**config.mk**
```make
export PLATFORM = sky130hd
export DESIGN_NAME = awg_segment_scheduler
export DESIGN_NICKNAME = d
export VERILOG_FILES = /design/src/rtl/awg_segment_scheduler.sv
export SDC_FILE = /design/constraint.sdc
export NUM_CORES = 1
export LEC_CHECK = 0
export ABC_AREA = 1
export ABC_CLOCK_PERIOD_IN_PS = 2700
export BUFFER_PORTS_ARGS = -buffer_cell sky130_fd_sc_hd__clkbuf_2
export CAP_MARGIN = 15
export CORE_ASPECT_RATIO = 0.6
export CORE_MARGIN = 2
export CORE_UTILIZATION = 40
export DETAILED_ROUTE_END_ITERATION = 10
export GPL_TIMING_DRIVEN = 0
export SKIP_LAST_GASP = 1
export SLEW_MARGIN = 20
export SYNTH_ARGS = -nofsm -noshare
export SYNTH_HDL_FRONTEND = slang
export SYNTH_SLANG_ARGS = --single-unit
```
**constraint.sdc**
```tcl
create_clock -name user_clk -period 2.7 [get_ports user_clk]
set_clock_uncertainty 0.15 [all_clocks]
set_input_delay 0.54 -clock user_clk [delete_from_list [all_inputs] [get_ports user_clk]]
set_output_delay 0.54 -clock user_clk [all_outputs]
set_load 0.005 [all_outputs]
```
**src/rtl/awg_segment_scheduler.sv**
```systemverilog
// Segment sequencer for one waveform channel: plays a table of {duration, amp, interval}
// entries, issuing one trigger per segment only after the channel's WORK window has elapsed.
module awg_segment_scheduler #(
  parameter int unsigned WAVE_LENGTH = 32'd100000000,
  parameter int unsigned ADDR_W      = 4
) (
  input  logic              user_clk,
  input  logic              rst,
  input  logic              cfg_we,
  input  logic [ADDR_W-1:0] cfg_addr,
  input  logic [27:0]       cfg_wdata,
  input  logic              i_start,
  input  logic              i_abort,
  input  logic [7:0]        i_loop_count,
  input  logic [15:0]       i_gap,
  output logic              o_trigger,
  output logic [7:0]        o_duration,
  output logic [15:0]       o_amp,
  output logic [3:0]        o_interval,
  output logic [ADDR_W-1:0] o_seg_idx,
  output logic              o_busy,
  output logic              o_done
);

  localparam int unsigned Depth = 2 ** ADDR_W;
  localparam int unsigned CycW  = (WAVE_LENGTH > 1) ? $clog2(WAVE_LENGTH) : 1;
  localparam logic [CycW-1:0] CycLast = CycW'(WAVE_LENGTH - 1);

  typedef enum logic [2:0] {StIdle, StFire, StRun, StGap, StEnd} state_e;

  state_e            state_q;
  logic [27:0]       tbl_q [Depth];
  logic [ADDR_W-1:0] idx_q;
  logic [CycW-1:0]   cyc_q;
  logic [7:0]        unit_q;
  logic [15:0]       gap_cnt_q;
  logic [15:0]       gap_q;
  logic [7:0]        pass_q;
  logic              inf_q;
  logic              abort_q;
  logic              trigger_q, busy_q, done_q;
  logic [7:0]        duration_q;
  logic [15:0]       amp_q;
  logic [3:0]        interval_q;
  logic [ADDR_W-1:0] seg_idx_q;

  logic [ADDR_W-1:0] idx_inc, fire_idx;
  logic [27:0]       fire_entry;
  logic              pass_end, run_last, gap_last, step, abort_any, more;
  logic              start_ok, entry0_zero, go_fire, go_end;

  // Next-step decision shared by the end of RUN (no gap) and the end of GAP.
  always_comb begin
    idx_inc     = idx_q + ADDR_W'(1);
    pass_end    = (idx_q == {ADDR_W{1'b1}}) || (tbl_q[idx_inc][27:20] == 8'd0);
    run_last    = (state_q == StRun) && (cyc_q == CycLast) && (unit_q == duration_q - 8'd1);
    gap_last    = (state_q == StGap) && (gap_cnt_q == gap_q - 16'd1);
    step        = (run_last && (gap_q == 16'd0)) || gap_last;
    abort_any   = abort_q || i_abort;
    more        = !pass_end || inf_q || (pass_q > 8'd1);
    start_ok    = (state_q == StIdle) && !cfg_we && i_start && !i_abort;
    entry0_zero = (tbl_q[0][27:20] == 8'd0);
    go_fire     = (start_ok && !entry0_zero) || (step && !abort_any && more);
    go_end      = (start_ok && entry0_zero) || (step && (abort_any || !more));
    fire_idx    = (start_ok || pass_end) ? '0 : idx_inc;
    fire_entry  = tbl_q[fire_idx];
  end

  // Sequencer FSM, table storage and registered channel outputs.
  always_ff @(posedge user_clk) begin
    if (rst) begin
      state_q    <= StIdle;
      for (int i = 0; i < Depth; i++) tbl_q[i] <= '0;
      idx_q      <= '0;
      cyc_q      <= '0;
      unit_q     <= '0;
      gap_cnt_q  <= '0;
      gap_q      <= '0;
      pass_q     <= '0;
      inf_q      <= 1'b0;
      abort_q    <= 1'b0;
      trigger_q  <= 1'b0;
      busy_q     <= 1'b0;
      done_q     <= 1'b0;
      duration_q <= '0;
      amp_q      <= '0;
      interval_q <= '0;
      seg_idx_q  <= '0;
    end else begin
      trigger_q <= 1'b0;
      done_q    <= 1'b0;
      case (state_q)
        StIdle: begin
          if (cfg_we) begin
            tbl_q[cfg_addr] <= cfg_wdata;
          end else if (start_ok) begin
            pass_q <= i_loop_count;
            inf_q  <= (i_loop_count == 8'd0);
            gap_q  <= i_gap;
            idx_q  <= '0;
          end
        end
        StFire: state_q <= StRun;
        StRun: begin
          if (cyc_q == CycLast) begin
            cyc_q  <= '0;
            unit_q <= unit_q + 8'd1;
          end else begin
            cyc_q <= cyc_q + CycW'(1);
          end
          if (run_last && (gap_q != 16'd0)) begin
            state_q   <= StGap;
            gap_cnt_q <= '0;
          end
        end
        StGap: gap_cnt_q <= gap_cnt_q + 16'd1;
        StEnd: begin
          state_q <= StIdle;
          abort_q <= 1'b0;
        end
        default: state_q <= StIdle;
      endcase

      // The channel cannot be stopped mid-segment, so abort only blocks the next FIRE.
      if (busy_q && i_abort) abort_q <= 1'b1;
      if (step && pass_end && !abort_any && !inf_q) pass_q <= pass_q - 8'd1;

      if (go_fire) begin
        state_q    <= StFire;
        trigger_q  <= 1'b1;
        busy_q     <= 1'b1;
        idx_q      <= fire_idx;
        seg_idx_q  <= fire_idx;
        duration_q <= fire_entry[27:20];
        amp_q      <= fire_entry[19:4];
        interval_q <= fire_entry[3:0];
        cyc_q      <= '0;
        unit_q     <= '0;
      end
      if (go_end) begin
        state_q    <= StEnd;
        done_q     <= 1'b1;
        busy_q     <= 1'b0;
        duration_q <= '0;
        amp_q      <= '0;
        interval_q <= '0;
        seg_idx_q  <= '0;
      end
    end
  end

  assign o_trigger  = trigger_q;
  assign o_busy     = busy_q;
  assign o_done     = done_q;
  assign o_duration = duration_q;
  assign o_amp      = amp_q;
  assign o_interval = interval_q;
  assign o_seg_idx  = seg_idx_q;

endmodule
```
==> impl_metrics.tcl, run 1 <==
set metrics [dict create \
    outcome "finished, violations left" \
    violations "setup timing" \
    grt_start_max_net_pins 29 \
    post_synth_main_area_contributors "edfxtp_1 (47%), nor2_1 (11%), nand2_1 (8.4%)" \
    design.final.nets 3883 \
    power.density_nw_per_um2 588.3 \
    arrival_ps 3960 \
    area_growth_pct 28.16 \
    die-width_um 350.6 \
    pin_count 96 \
    final_max_slew_viol_count 0 \
    sw_frac_of_total 0.2837 \
    die_area_um2 74330 \
    netSwitchingPower_mw 6.168 \
    tritoncts "done" \
    ys_ff_latch 567 \
    maxCapViolations 0 \
    postLayoutSetupSlackWorst_ps -810.8 \
    groute.usage.overall 0.3096 \
    fmax_ghz 0.2848 \
    p_comb_frac 0.160 \
    hold_path_class "in -> reg" \
    first_global_vias 22820 \
    ys_async_sr_fraction 0 \
    synthesis.nets 3614 \
    number_of_instances_in_the_synthesized_netlist 3545 \
    clock-sinks 567 \
    power.ir.vdd_worst_uv 555.5 \
    minimum_clock_period_after_layout_ps 3511 \
    initialDrtViolationCount 4364 \
    synth.avg_cell_area_um2 8.135 \
    number_of_antenna_violations_at_the_first_check_in_global_routing 1 \
    synth.distinct_cells 43 \
    post-dp-hpwl_mm 83.43 \
    path_clk_slew_ps 60 \
    synth_sequential_area_ratio 0.5491 \
    end_kind "flop" \
    post_route_cells_drive_above_1_share 0.2049 \
    finalCritPeriodShare 1.300 \
    leakagePower_nw 15.53 \
    path_type_of_the_worst_setup_path "reg -> reg" \
    preCtsSetupSlack_ps -1861 \
    max-slew-margin-rel 0.1773 \
    finalHoldViolCount 0 \
    total_power_mw 21.74 \
    buffers_added_on_ports 95 \
    setup_viol 108 \
    routed_wl_mm 122.2 \
    drt_wl_cell_um 25.26 \
    root_buffer "clkbuf_16" \
    worst_pin_slew_ps 1234 \
    synth.largest_area_cell "edfxtp_1" \
    globalRoute.totalOverflow 0 \
    clk_path_buf_depth 3 \
    ant_nets 0 \
    detailroute.via_count 26940 \
    power.sequential.fraction 0.453 \
    worst_ep_required_time_ps 3150 \
    synth_top_area_share 0.4665 \
    worst_skew_pair.late_latency_ps 660 \
    post_drt_via_cell_ratio 5.570 \
    floorplan.initialDensity 0.4033 \
    finish.cell_count_without_fillers 4837 \
    rows 76 \
    post-place-cells 4619 \
    rsz0062_at_grt "yes" \
    post_synth_instance_area_um2 28840 \
    cts_buffers 56 \
    gp_congestion 1.040 \
    detail_route.drc_violations 0 \
    drt_pass1_iterations 7 \
    ctsHtreeMaxLevel 2 \
    synth_edf_count 448 \
    synth-warning-count 0 \
    synth-main-ff-cell "edfxtp_1" \
    holdWs_ps 29.94 \
    critical_path.max_fanout 10 \
    die_h_um 212.0 \
    startpoint_type "flop" \
    share_clk_of_total_power 0.388 \
    grt_first_pass_wirelength_mm 163.6 \
    core_area_um2 71510 \
    internal-power_mw 15.58 \
]
state kept, by name, summed over array words and instances (netlist names), 8 cells and up:
register / cells
cyc_q: 27
pass_q: 8
unit_q: 8
o_duration: 8
o_amp: 16
gap_cnt_q: 16
gap_q: 16
tbl_q: 448
critical path: stages, from the launching register on:
cell and delay, ps:
dfxtp_4 370, ha_4 330, inv_4 50, buf_12 150, buf_12 130, buf_16 130
o21ai_2 120, nand2_1 100, nand2_1 70, inv_1 40, nand3_2 80, nor2_4 50
nor2_4 160, buf_6 130, nand3_4 190, buf_4 220, buf_4 200, nand2_1 80
nand2_1 80, o21ai_4 250, nand3_1 160, nand3_2 130, nand2_1 50, inv_1 40
cell type report:
type,instances,area (um^2)
timing repair buffer,215,1996
clock inverter,29,345.3
buffer,211,1949
antenna,2,5.005
multi-input combinational,2285,12220
clock buffer,75,1551
sequential,567,15850
tap,975,1220
inverter,478,1823
fill,6656,34550
placed cells by master, fill, tap and decap left out, types with 8 or more instances in the layout:
| master | netlist | routed |
|---|---|---|
| nor2_1 | 811 | 778 |
| nand2_1 | 642 | 558 |
| inv_1 | 471 | 463 |
| edfxtp_1 | 448 | 448 |
| nand3_1 | 345 | 223 |
| dfxtp_1 | 119 | 110 |
| clkbuf_2 | 0 | 108 |
| nand4_1 | 96 | 96 |
| clkbuf_1 | 140 | 91 |
| nand3_2 | 0 | 91 |
| o21ai_0 | 90 | 75 |
| clkbuf_16 | 0 | 75 |
| buf_4 | 6 | 74 |
| a21oi_1 | 92 | 71 |
| nand2_2 | 3 | 62 |
| buf_12 | 0 | 46 |
| buf_6 | 8 | 40 |
| nand3_4 | 2 | 34 |
| xor2_1 | 33 | 32 |
| nor2_4 | 2 | 26 |
| xnor2_1 | 22 | 22 |
| a21oi_2 | 1 | 21 |
| o21ai_1 | 25 | 21 |
| nand2_8 | 0 | 18 |
| buf_8 | 0 | 18 |
| clkbuf_4 | 0 | 16 |
| o21ai_2 | 0 | 16 |
| nor3_1 | 24 | 15 |
| nand2_4 | 0 | 14 |
| clkinv_2 | 0 | 12 |
| nor2_2 | 2 | 11 |
| buf_2 | 58 | 11 |
| nor4_1 | 15 | 11 |
| or2_2 | 12 | 10 |
| o211ai_1 | 10 | 10 |
| or2_1 | 9 | 9 |
| inv_2 | 6 | 8 |
| nand3b_1 | 8 | 8 |
| clkbuf_8 | 0 | 8 |
synth_stat cells (24+ instances only):
cell type / number
o21ai_0: 90
clkbuf_1: 140
nor2_1: 811
nand3_1: 345
nor3_1: 24
a21oi_1: 92
inv_1: 471
dfxtp_1: 119
nand2_1: 642
nand4_1: 96
o21ai_1: 25
buf_2: 58
edfxtp_1: 448
xor2_1: 33
through the flow:
stage	setup TNS, ps	cell area, um^2	utilization
finish	-55140	36960	0.5169
global route	-67370	36950	0.5168
CTS	-279300	34500	0.4825
detailed placement	-589950	30690	0.4292
global placement	-786200	30580	0.4277
floorplan	0	28890	-
routing by layer:
| layer | up-vias | global-route usage | part of all wire |
|---|---|---|---|
| met5 | - | 0 | 0.0020 |
| met4 | 4 | 0.07385 | 0.026 |
| li1 | 11960 | - | - |
| met2 | 1935 | 0.3649 | 0.36 |
| met3 | 248 | 0.1472 | 0.18 |
| met1 | 12790 | 0.4857 | 0.44 |
repair_timing:
| item | 4_1_cts | 5_1_grt |
|---|---|---|
| cloned | 7 | 25 |
| gates resized for setup | 369 | 467 |
| hold buffers | 5 | 0 |
| setup endpoints to repair | 708 | 702 |
| buffers inserted | 42 | 46 |
| hold endpoints to repair | 5 | 0 |
| pin swaps | 37 | 112 |
power groups by stage:
stage	Combinational, mW	Sequential [mW]	Clock, mW
final	3.47	9.84	8.43
after detailed placement	2.47	10.0	0
after global routing	3.61	9.86	8.74
after global placement	2.43	10.0	0
after CTS	2.81	9.84	8.39
after floorplan	1.47	9.99	0
worst paths after layout:
| kind | startpoint | slack (ps) | to | depth (start not counted) |
|---|---|---|---|---|
| max | idx_q[0]$_SDFFE_PP0P_ | -810 | o_duration[6]$_SDFFE_PP0P_ | 23 |
| min | i_gap[5] | 30 | gap_q[5]$_SDFFE_PP0P_ | 3 |
| max reg2reg | idx_q[0]$_SDFFE_PP0P_ | -810 | o_duration[6]$_SDFFE_PP0P_ | 23 |
| min reg2reg | gap_cnt_q[8]$_SDFFE_PP0P_ | 340 | gap_cnt_q[8]$_SDFFE_PP0P_ | 2 |
cells by family after synthesis:
family,synth area share
buffers and inverters,0.09662
adder cells (fa/ha/maj),0.003471
AO/OA/AOI/OAI,0.04347
AND/OR/NAND/NOR,0.2906
flip-flops,0.5491
XOR/XNOR,0.01670
Note: power is estimated with default switching activity, not from simulation.
==> run 2: changes to the inputs <==
--- a/config.mk
+++ b/config.mk
@@ -14,6 +14,7 @@
 export CORE_UTILIZATION = 40
 export DETAILED_ROUTE_END_ITERATION = 10
 export GPL_TIMING_DRIVEN = 0
+export SKIP_CTS_REPAIR_TIMING = 1
 export SKIP_LAST_GASP = 1
 export SLEW_MARGIN = 20
 export SYNTH_ARGS = -nofsm -noshare
==> run 2 against run 1 <==
Against the previous run:
- the flow finishes with violations (hold timing, capacitance limit, slew limit, setup timing)
- non-clock buffer count fell by 81
- worst hold slack got worse by 33 ps
- critical path depth fell by 5
- routed wire length down 5.0%
- critical path type unchanged
- critical endpoint is now o_amp[15]$_SDFFE_PP0P_
- largest cell class unchanged
- highest routed layer unchanged
==> impl_metrics.tcl, run 2 (synthesis results as in run 1) <==
set metrics [dict create \
    outcome "finished, violations left" \
    violations "hold timing, capacitance limit, slew limit, setup timing" \
    critical_path.max_fanout 11 \
    worst_ep_required_time_ps 3110 \
    startpoint_type "flop" \
    post-dp-hpwl_mm 83.43 \
    groute.usage.overall 0.3036 \
    drt_pass1_iterations 6 \
    root_buffer "clkbuf_16" \
    post_drt_via_cell_ratio 5.485 \
    pin_count 96 \
    area_growth_pct 17.78 \
    first_global_vias 22270 \
    rows 76 \
    rsz0062_at_grt "yes" \
    mostFrequentLayoutCell "nor2_1" \
    power.density_nw_per_um2 621.4 \
    detailroute.via_count 26050 \
    beginning_of_the_worst_register_to_register_path "idx_q[0]$_SDFFE_PP0P_" \
    setup_viol 700 \
    gp_congestion 1.040 \
    routed_wl_mm 116.0 \
    worst_skew_pair.late_latency_ps 660 \
    most_frequent_cells_in_the_layout "nor2_1 (803), nand2_1 (620), inv_1 (470)" \
    holdWs_ps -2.824 \
    buffers_added_on_ports 95 \
    die_h_um 212.0 \
    postLayoutSetupSlackWorst_ps -899.8 \
    post_route_cells_drive_above_1_share 0.1240 \
    hold_path_class "in -> reg" \
    initialDrtViolationCount 4227 \
    finalSetupTns_ps -376750 \
    clock-sinks 567 \
    path_clk_slew_ps 60 \
    register_bank_with_the_most_flops "tbl_q" \
    registers_with_the_highest_flip_flop_counts "tbl_q x448, cyc_q x27" \
    maxCapViolations 1 \
    minimum_clock_period_after_layout_ps 3600 \
    design.final.nets 3796 \
    end_kind "flop" \
    die-width_um 350.6 \
    cts_buffers 56 \
    regToRegEndpoint "o_amp[15]$_SDFFE_PP0P_" \
    max-slew-margin-rel -0.08982 \
    number_of_cells_on_the_worst_hold_path 3 \
    detail_route.drc_violations 0 \
    core_area_um2 71510 \
    power.ir.vdd_worst_uv 518.7 \
    arrival_ps 4010 \
    clk_path_buf_depth 3 \
    finalCritPeriodShare 1.333 \
    number_of_antenna_violations_at_the_first_check_in_global_routing 4 \
    leakagePower_nw 14.40 \
    ctsHtreeMaxLevel 2 \
    floorplan.initialDensity 0.4033 \
    min_delay_worst_endpoint "gap_q[13]$_SDFFE_PP0P_" \
    largest_register_ff_count 448 \
    timing.reg2reg.setup_slack_ps -900 \
    preCtsSetupSlack_ps -1861 \
    worst_pin_slew_ps 1635 \
    drt_wl_cell_um 24.44 \
    globalRoute.totalOverflow 0 \
    finalHoldViolCount 1 \
    hp-start "i_gap[13]" \
    grt_start_max_net_pins 29 \
    fmax_ghz 0.2778 \
    ant_nets 0 \
    ff2ff_path_depth 18 \
    grt_first_pass_wirelength_mm 160.2 \
    tritoncts "done" \
    die_area_um2 74330 \
    final_max_slew_viol_count 12 \
    path_type_of_the_worst_setup_path "reg -> reg" \
]
-- run 2: changes by cell type in the layout (fill, tap and decap cells not counted), moves of 28 or more --
cell and delta:
clkbuf_1 +30, nand2_1 +62, buf_12 -28, buf_4 -44
nand2_2 -48, nand3_2 -47, nand3_1 +66
-- run 2: worst max-delay path by stage --
stage | from | to | slack [ps] | cells past startpoint
after floorplan | idx_q[1]$_SDFFE_PP0P_ | o_amp[12]$_SDFFE_PP0P_ | 20 | 20
after global placement | idx_q[0]$_SDFFE_PP0P_ | o_amp[14]$_SDFFE_PP0P_ | -1870 | 19
after detailed placement | idx_q[0]$_SDFFE_PP0P_ | o_amp[14]$_SDFFE_PP0P_ | -1860 | 19
after CTS | idx_q[0]$_SDFFE_PP0P_ | o_amp[14]$_SDFFE_PP0P_ | -1840 | 19
after global routing | idx_q[0]$_SDFFE_PP0P_ | o_interval[3]$_SDFFE_PP0P_ | -960 | 19
final | idx_q[0]$_SDFFE_PP0P_ | o_amp[15]$_SDFFE_PP0P_ | -900 | 18
-- run 2: area by class of cell --
type | count | area, um^2
clock buffer | 75 | 1551
inverter | 478 | 1803
timing repair buffer | 123 | 827.0
multi-input combinational | 2279 | 10880
sequential | 567 | 15840
antenna | 1 | 2.502
clock inverter | 29 | 345.3
tap | 975 | 1220
fill | 7046 | 37540
buffer | 222 | 1500
-- run 2: metal layers --
metal | GRT usage | wire length [um] | part of all wire
met1 | 0.4852 | 52740 | 0.45
met2 | 0.3561 | 41080 | 0.35
met3 | 0.1345 | 19890 | 0.17
met4 | 0.06911 | 2205 | 0.019
met5 | 0 | 125 | 0.0011
-- run 2: critical path: stages (launching register included) --
cell      delay (ps)
dfxtp_4          370
ha_4             330
clkbuf_4         350
nand2_1          160
a21oi_2          230
nor2_1            80
nand2_1          100
nor2_4            60
nor2_4           200
buf_12           180
nand3_4          170
buf_8            210
clkbuf_4         220
nand3_1          170
nand3_4          140
nand3_1          100
nand3_1          170
nand2_1          100
inv_1             40
-- run 2: where the power goes --
group	switching [mW]	internal, mW	leakage [nW]
logic	2.07	0.795	7.85
clock network	3.69	4.72	0.938
registers	0.129	9.71	5.61
total	5.89	15.2	14.4
-- run 2: metrics by stage --
stage / instance area (um^2) / power, mW / utilization / hold WS, ps / instances
after floorplan: 28890 / 11.45 / - / 300.8 / 3545
after global placement: 30580 / 12.46 / 0.4277 / 319.3 / 4615
after detailed placement: 30690 / 12.49 / 0.4292 / 326.3 / 4619
after CTS: 32590 / 20.71 / 0.4557 / -25.53 / 4723
after global routing: 33970 / 21.60 / 0.4750 / 10.35 / 4748
final: 33970 / 21.11 / 0.4750 / -2.824 / 4749
